--- config.mk ---
export PLATFORM = sky130hd
export DESIGN_NAME = ex_mem_wb_pipe
export DESIGN_NICKNAME = d
export VERILOG_FILES = /design/src/rtl/ex_mem_wb_pipe.sv
export SDC_FILE = /design/constraint.sdc
export NUM_CORES = 1
export LEC_CHECK = 0
export CAP_MARGIN = 5
export CORE_MARGIN = 10
export CORE_UTILIZATION = 40
export CTS_CLUSTER_DIAMETER = 30
export DETAILED_ROUTE_END_ITERATION = 8
export PLACE_DENSITY_LB_ADDON = 0.12
export SKIP_CTS_REPAIR_TIMING = 1
export SLEW_MARGIN = 20
export SYNTH_ARGS = -nofsm -noshare
export SYNTH_HDL_FRONTEND = slang
export SYNTH_SLANG_ARGS = --single-unit
--- constraint.sdc ---
create_clock -name clk -period 4.15 [get_ports clk]
set_input_delay 0.415 -clock clk [delete_from_list [all_inputs] [get_ports clk]]
set_output_delay 0.415 -clock clk [all_outputs]
set_load 0.01 [all_outputs]
--- src/rtl/ex_mem_wb_pipe.sv ---
// EX/MEM and MEM/WB pipeline registers with the D-cache handshake,
// the pipeline-wide memory stall and a saturating stall-cycle counter.
module ex_mem_wb_pipe #(
   parameter int DW   = 32,
   parameter int CNTW = 16
) (
   input  logic            clk,
   input  logic            rst_n,
   input  logic            ex_valid,
   input  logic            ex_flush,
   input  logic            ex_reg_write,
   input  logic            ex_mem_read,
   input  logic            ex_mem_write,
   input  logic            ex_mem_to_reg,
   input  logic [4:0]      ex_wr,
   input  logic [DW-1:0]   ex_alu_result,
   input  logic [DW-1:0]   ex_store_data,
   output logic            dc_req,
   output logic            dc_we,
   output logic [DW-1:0]   dc_addr,
   output logic [DW-1:0]   dc_wdata,
   input  logic [DW-1:0]   dc_rdata,
   input  logic            dc_ready,
   output logic            mem_stall,
   output logic            M_RegWrite,
   output logic [4:0]      M_WR_out,
   output logic [DW-1:0]   m_fwd_data,
   output logic            WB_RegWrite,
   output logic [4:0]      WB_WR_out,
   output logic [DW-1:0]   wb_data,
   output logic [CNTW-1:0] stall_cnt
);

   logic          m_valid;
   logic          m_reg_write;
   logic          m_mem_read;
   logic          m_mem_write;
   logic          m_mem_to_reg;
   logic [4:0]    m_wr;
   logic [DW-1:0] m_alu_result;
   logic [DW-1:0] m_store_data;
   logic          ex_take;

   assign ex_take    = ex_valid & ~ex_flush;
   assign dc_req     = m_valid & (m_mem_read | m_mem_write);
   assign dc_we      = m_mem_write;
   assign dc_addr    = m_alu_result;
   assign dc_wdata   = m_store_data;
   assign mem_stall  = dc_req & ~dc_ready;
   assign M_RegWrite = m_valid & m_reg_write;
   assign M_WR_out   = m_wr;
   assign m_fwd_data = m_alu_result;

   // Squashed or empty EX slots enter MEM as all-zero bubbles.
   always_ff @(posedge clk or negedge rst_n) begin
      if (!rst_n) begin
         m_valid      <= 1'b0;
         m_reg_write  <= 1'b0;
         m_mem_read   <= 1'b0;
         m_mem_write  <= 1'b0;
         m_mem_to_reg <= 1'b0;
         m_wr         <= '0;
         m_alu_result <= '0;
         m_store_data <= '0;
      end else if (!mem_stall) begin
         m_valid      <= ex_take;
         m_reg_write  <= ex_take & ex_reg_write;
         m_mem_read   <= ex_take & ex_mem_read;
         m_mem_write  <= ex_take & ex_mem_write;
         m_mem_to_reg <= ex_take & ex_mem_to_reg;
         m_wr         <= ex_take ? ex_wr : '0;
         m_alu_result <= ex_take ? ex_alu_result : '0;
         m_store_data <= ex_take ? ex_store_data : '0;
      end
   end

   // A stalled MEM slot feeds WB a bubble so nothing retires twice.
   always_ff @(posedge clk or negedge rst_n) begin
      if (!rst_n) begin
         WB_RegWrite <= 1'b0;
         WB_WR_out   <= '0;
         wb_data     <= '0;
      end else if (mem_stall) begin
         WB_RegWrite <= 1'b0;
         WB_WR_out   <= '0;
         wb_data     <= '0;
      end else begin
         WB_RegWrite <= m_valid & m_reg_write;
         WB_WR_out   <= m_wr;
         wb_data     <= m_mem_to_reg ? dc_rdata : m_alu_result;
      end
   end

   always_ff @(posedge clk or negedge rst_n) begin
      if (!rst_n) begin
         stall_cnt <= '0;
      end else if (mem_stall && (stall_cnt != '1)) begin
         stall_cnt <= stall_cnt + CNTW'(1);
      end
   end

endmodule

; Word level (Yosys, flattened, before mapping)
; Cells that the tools add are included.
[classes]
n_reduce_logical = 1
n_mux = 7
addsub = 1
bitwise_logic = 11
eq_ne = 1
[op_table]
columns = op, count
row1 = 32-bit 2-to-1 mux, 4
row2 = 16-bit by 1-bit adder with 16-bit output (second input constant), 1
row3 = 16-bit inequality test (second input constant), 1
row4 = 5-bit 2-to-1 mux, 2
row5 = 1-bit AND, 8
row6 = 1-bit NOT, 2
row7 = 1-bit logical AND, 1
row8 = 1-bit 2-to-1 mux, 1
row9 = 1-bit OR, 1
[word_totals]
inputBits = 110
regBits = 128
elab_cells = 33
out_inout_bits = 159

; Longest topological paths before layout
; Gate-level depths: netlist of run 1.
[logic_depth]
depth_word = 4
ltp_mapped = 8
mapped_depth_nobuf = 6

; Worst setup path before layout of run 1
; Ideal clock, no wire load.
[synth_path]
path_type = register to output
from = register m_mem_write (netlist: dc_we)
to = output mem_stall
n_path_buf = 3
path_stages_with_launch = 8
arrival_time_ns = 1.553
t_required_ns = 3.735
slack_ns = 2.182
cell_sequence = dfrtp_1 > o21ai_1 > inv_1 > nand2b_1 > inv_1 > clkbuf_1 > buf_2 > buf_2
[synth_between]
elab_chain_len = 3
[synth_rtl]
columns = item, line_no
row1 = "start, declared", 37  ; logic m_mem_write;
row2 = "start signal, assigned", 69  ; m_mem_write <= ex_take & ex_mem_write;
row3 = 1-bit OR, 45  ; assign dc_req = m_valid & (m_mem_read | m_mem_write);
row4 = 1-bit AND, 45
row5 = via dc_req, 18  ; output logic dc_req,
row6 = 1-bit AND, 49  ; assign mem_stall = dc_req & ~dc_ready;
row7 = "end, declared", 24  ; output logic mem_stall,
; The timed path passes the listed nets, and every way through them passes these cells.

; Worst setup path in the final report of run 1
[layout_path]
from = register m_mem_write (netlist: dc_we)
to = output mem_stall
[layout_between]
elab_chain_len = 3
[layout_rtl]
columns = item, line_no
row1 = 1-bit OR, 45
row2 = 1-bit AND, 45
row3 = 1-bit AND, 49
; No other way between the ends.

==> results of run 1 <==
-- cell type report --
cell class | count | area (um2) | share of cell area [%]
tap | 172 | 215 | 2.58
clock buffer | 20 | 457 | 5.47
inverter | 3 | 12.5 | 0.150
sequential | 128 | 3200 | 38.4
timing repair buffer | 272 | 2740 | 32.8
multi-input combinational | 203 | 1530 | 18.4
clock inverter | 12 | 188 | 2.25
-- per-stage QoR --
step | total power, mW | hold slack [ns] | setup slack (ns) | instances | utilization (%)
3_3_place_gp | 1.86 | 0.487 | 1.23 | 778 | 61.3
2_1_floorplan | 1.54 | 0.119 | 2.18 | 391 | -
4_1_cts | 3.49 | 0.0980 | 1.13 | 810 | 66.4
5_1_grt | 3.57 | 0.137 | 0.923 | 810 | 66.4
3_5_place_dp | 1.86 | 0.490 | 1.15 | 778 | 61.3
6_report | 3.45 | 0.0819 | 1.18 | 810 | 66.4
-- layout by cell type, fill, tap and decap left out, drive strengths merged --
cell	Yosys	final
a21oi	3	3
a22o	73	73
and2	9	9
and3	3	3
buf	44	5
bufinv	0	5
clkbuf	13	20
clkdlybuf4s50	0	267
clkinv	0	7
clkinvlp	0	1
dfrtp	128	128
ha	1	1
inv	3	2
mux2	1	1
mux2i	32	32
nand2	4	4
nand2b	2	2
nand3	8	8
nand3b	1	1
nand4	5	5
nor2	36	36
nor3	6	6
nor3b	1	1
nor4	1	1
nor4b	1	1
o21ai	1	1
or3	1	1
or4	1	1
xnor2	8	8
xor2	5	5
-- power by group --
group	leakage [nW]	internal, mW	switching (mW)
sequential	1.71	1.32	0.0617
clock	0.319	1.09	0.520
combinational	1.64	0.283	0.172
total	3.67	2.69	0.754
-- critical path, stage by stage, from the launching register on --
cell	delay [ns]
dfrtp_1	0.39
o21ai_1	0.33
inv_1	0.11
nand2b_1	0.21
clkinv_2	0.45
clkdlybuf4s50_1	0.64
-- routing by layer --
metal	wire [um]	track usage, %
met4	327	6.91
met5	0	0
met1	6150	20.1
met2	8140	30.3
met3	1440	7.31
-- cell families (layout without fill, tap and decap cells) --
group	Yosys count	count (layout)
AOI/OAI and AO/OA	77	77
xor gates and xnor gates	13	13
adders and majority gates	1	1
buffers and inverters	60	307
DFF	128	128
muxes	33	33
and+or+nand+nor	79	79
-- how the worst max path moves through the flow --
stage	from	end
global route	dc_we	mem_stall
floorplan	dc_we	mem_stall
global placement	dc_ready	dc_wdata[18]
detailed placement	dc_ready	dc_wdata[18]
finish	dc_we	mem_stall
CTS	dc_we	mem_stall
==> flow_metrics.tcl, run 1 <==
set metrics [dict create \
    status "finished, final reports clean" \
    antenna_found_initial 0 \
    num_rows 41 \
    area_growth_pct 63.7 \
    synth_fa_ha_area_share_pct 0.245 \
    gp_congestion 0.835 \
    vias 3998 \
    overflow 0 \
    postRouteAntennaNets 0 \
    peakVddDrop_mv 0.257 \
    clock-sinks 128 \
    leakagePower_nw 3.67 \
    avgRoutedWirePerCell_um 19.8 \
    fin_setup_tns_ns 0 \
    avgSynthCellArea_um2 13.0 \
    finalHoldViolations 0 \
    synth_compound_area_share_pct 12.9 \
    core_mm2 0.0126 \
    finalSetupViolCount 0 \
    critPathKind "reg -> out" \
    ys_seq_area_share_pct 62.8 \
    syn_area_mm2 0.00510 \
    drt-initial-drc-count 195 \
    synth_edf_count 0 \
    yosys_warnings 0 \
    synthTopCellsByArea "dfrtp_1 (63%), a22o_1 (13%), mux2i_1 (6.3%), buf_4 (4.7%), nor2_1 (2.6%)" \
    cts.htree.levels 4 \
    critPathRequiredTime_ns 3.73 \
    setup.worst_path.end_class "output port" \
    async_reset_ff_share_pct 100 \
    regToRegEndpoint "dc_addr[1]" \
    grt_max_degree 78 \
    worstPathArrival_ns 2.55 \
    worst_pin_slew_ns 1.02 \
    io_pins 269 \
    drc 0 \
    r2r_cells 7 \
    reg2reg_slack_ns 1.34 \
    critPathLaunchType "flop" \
    ys_types 32 \
    die_w_um 133 \
    antenna_cells 0 \
    worstSkewPairLatency_ns 0.41 \
    syn_inst 391 \
    path_max_fanout 34 \
    synth_top_family_by_area "compound AO/OA/AOI/OAI gates" \
    drive_gt1_share_pct 7.21 \
    synth-xor-area-share_pct 2.23 \
    powerDensity_mw_per_mm2 413 \
    synth.largest_area_cell "dfrtp_1" \
    grt_pass1_wl_um 25200 \
    min_period_ns 2.97 \
    cts_tree "yes" \
    syn_nets 502 \
    synth_commonest_cells "dfrtp_1 (128), a22o_1 (73), nor2_1 (35), buf_4 (32), mux2i_1 (32)" \
    grt_pass1_vias 4281 \
    fin_area_mm2 0.00834 \
    fillers 1012 \
    clockBufferDepth 2 \
    cap_violations 0 \
    synthMostInstantiatedCell "dfrtp_1" \
    rsz0062_at_grt "false" \
    post_dp_cell_area_mm2 0.00770 \
    hp-class "in -> async" \
    root_buffer "clkbuf_16" \
    die_area_mm2 0.0177 \
    synth_top_area_share_pct 62.8 \
    postRouteWirelength_um 16100 \
    fp.dieH_um 133 \
    viasPerCell 4.94 \
    io_buffer_count 268 \
    fin_crit_sh_pct 71.5 \
    slew_headroom_pct 32.1 \
    synth-seq-cells 128 \
    clock_skew_ns 0.00517 \
    r2r-start "dc_we" \
    numCtsBuffers 17 \
    dp_hpwl_um 12200 \
    slew_viol_final 0 \
    synthSimpleGateAreaFrac_pct 7.98 \
    grt_usage_pct 18.1 \
    fmax_mhz 337 \
    synth_flop_cell "dfrtp_1" \
    drt_pre_antenna_iters 4 \
    nets 736 \
    clk_pin_slew_ns 0.05 \
    start_util_pct 40.6 \
    synth_mux_area_share_pct 6.58 \
]
(Power assumes the default switching activity.)
==> run 2, diff against run 1 <==
--- a/config.mk
+++ b/config.mk
@@ -7,7 +7,7 @@
 export LEC_CHECK = 0
 export CAP_MARGIN = 5
 export CORE_MARGIN = 10
-export CORE_UTILIZATION = 40
+export CORE_UTILIZATION = 36
 export CTS_CLUSTER_DIAMETER = 30
 export DETAILED_ROUTE_END_ITERATION = 8
 export PLACE_DENSITY_LB_ADDON = 0.12
==> constraint.sdc (replaced) <==
create_clock -name clk -period 2.7 [get_ports clk]
set_input_delay 0.27 -clock clk [delete_from_list [all_inputs] [get_ports clk]]
set_output_delay 0.27 -clock clk [all_outputs]
set_load 0.01 [all_outputs]
==> flow_metrics.tcl, run 2 (synthesis results as in run 1) <==
set metrics [dict create \
    die_area_mm2 0.0193 \
    fin_setup_tns_ns 0 \
    grt_pass1_vias 4339 \
    grt_max_degree 70 \
    critPathKind "reg -> out" \
    drc 0 \
    nets 741 \
    switching_share_pct 21.7 \
    numCtsBuffers 17 \
    clkPwrFrac_pct 48.0 \
    dp_cells 790 \
    root_buffer "clkbuf_16" \
    cts.htree.levels 4 \
    io_pins 269 \
    overflow 0 \
    fin_crit_sh_pct 89.9 \
    finalHoldViolations 0 \
    critPathLaunchType "flop" \
    hp-class "in -> async" \
    avgRoutedWirePerCell_um 20.0 \
    grt_usage_pct 16.9 \
    core_mm2 0.0139 \
    fmax_mhz 412 \
    r2r_cells 7 \
    io_buffer_count 268 \
    postRouteAntennaNets 0 \
    worstPathArrival_ns 2.16 \
    dp_hpwl_um 12400 \
    die_w_um 139 \
    clk_pin_slew_ns 0.06 \
    clockBufferDepth 2 \
    area_growth_pct 65.3 \
    fp.dieH_um 139 \
    leakagePower_nw 3.71 \
    worstSkewPairLatency_ns 0.41 \
    critPathRequiredTime_ns 2.43 \
    powerDensity_mw_per_mm2 646 \
    clock-sinks 128 \
    antenna_cells 0 \
    final_common_cell "clkdlybuf4s50_1" \
    worst_pin_slew_ns 0.733 \
    path_max_fanout 8 \
    clock_skew_ns 0.00946 \
    antenna_found_initial 0 \
    finalSetupViolCount 0 \
    rsz0062_at_grt "false" \
    seq_power_share_pct 38.9 \
    internal_power_mw 4.26 \
    power_mw 5.44 \
    cap_violations 0 \
    drive_gt1_share_pct 7.78 \
    min_period_ns 2.43 \
    layoutNonFillerInstCount 823 \
    slew_viol_final 0 \
    vias 3956 \
    comb_power_share_pct 13.1 \
    worst_hold_slack_ns 0.279 \
    gp_congestion 0.762 \
    slew_headroom_pct 51.0 \
    setup.worst_path.end_class "output port" \
    drt-initial-drc-count 200 \
    layout.cells.most_common_list "clkdlybuf4s50_1 (267), dfrtp_1 (127), a22o_1 (73), nor2_1 (35), mux2i_1 (32)" \
    viasPerCell 4.81 \
    status "finished, final reports clean" \
    drt_pre_antenna_iters 4 \
    cts_tree "yes" \
    postRouteWirelength_um 16500 \
    switching_power_mw 1.18 \
    start_util_pct 36.7 \
    peakVddDrop_mv 0.324 \
    num_rows 43 \
    grt_pass1_wl_um 25900 \
]
-- run 2: cell count changes in the layout (fill, tap and decap cells not counted) --
cell | previous run | this run
clkbuf_8 | 2 | 3
bufinv_16 | 5 | 6
buf_4 | 3 | 7
clkinv_2 | 7 | 5
dlygate4sd3_1 | 0 | 1
-- run 2: final cells by class --
cell class | count | area (um2)
Multi-Input combinational cell | 203 | 1530
Fill cell | 1104 | 5450
Sequential cell | 128 | 3200
Clock buffer | 21 | 470
Inverter | 3 | 12.5
Timing Repair Buffer | 277 | 2780
Clock inverter | 11 | 208
Tap cell | 180 | 225
-- run 2: power by group through the flow --
stage	Combinational, mW	Clock, mW	Sequential [mW]
2_1_floorplan	0.192	0	2.18
3_3_place_gp	0.717	0	2.14
3_5_place_dp	0.723	0	2.15
4_1_cts	0.726	2.67	2.12
5_1_grt	0.769	2.77	2.13
6_report	0.712	2.62	2.12
-- run 2: path summary, 6_finish.rpt --
check	startpoint	end	slack, ns
worst max-delay path	dc_we	mem_stall	0.27
worst min-delay path	rst_n	dc_addr[26]	0.28
worst max register to register	dc_we	dc_addr[6]	0.66
worst min register to register	dc_wdata[24]	dc_wdata[24]	0.50
max in group asynchronous	rst_n	dc_addr[0]	1.60
min in group clk	ex_store_data[25]	dc_wdata[25]	0.45
-- run 2: worst max-delay path, cell delays in order, from the launching register on --
cell             delay, ns
dfrtp_1               0.39
o21ai_1               0.30
inv_1                 0.09
nand2b_1              0.23
clkinv_2              0.17
clkdlybuf4s50_1       0.57
-- run 2: metrics by stage --
stage          utilization, %  worst slack [ns]  area, um2
6_report                 60.7             0.273       8430
5_1_grt                  60.7            0.0971       8430
4_1_cts                  60.6             0.229       8420
3_5_place_dp             55.8             0.559       7740
3_3_place_gp             55.8             0.622       7740
2_1_floorplan               -             0.768       5100
-- run 2: layer usage --
metal  share of wire [%]  vias up  global-route usage [%]  wire length (um)
met2                  48      186                    26.3              7850
met3                  11       25                    8.70              1770
met1                  40     1908                    19.4              6540
li1                    -     1837                       -                 -
met4                 2.0        0                    6.32               325
met5                   0        -                       0                 0
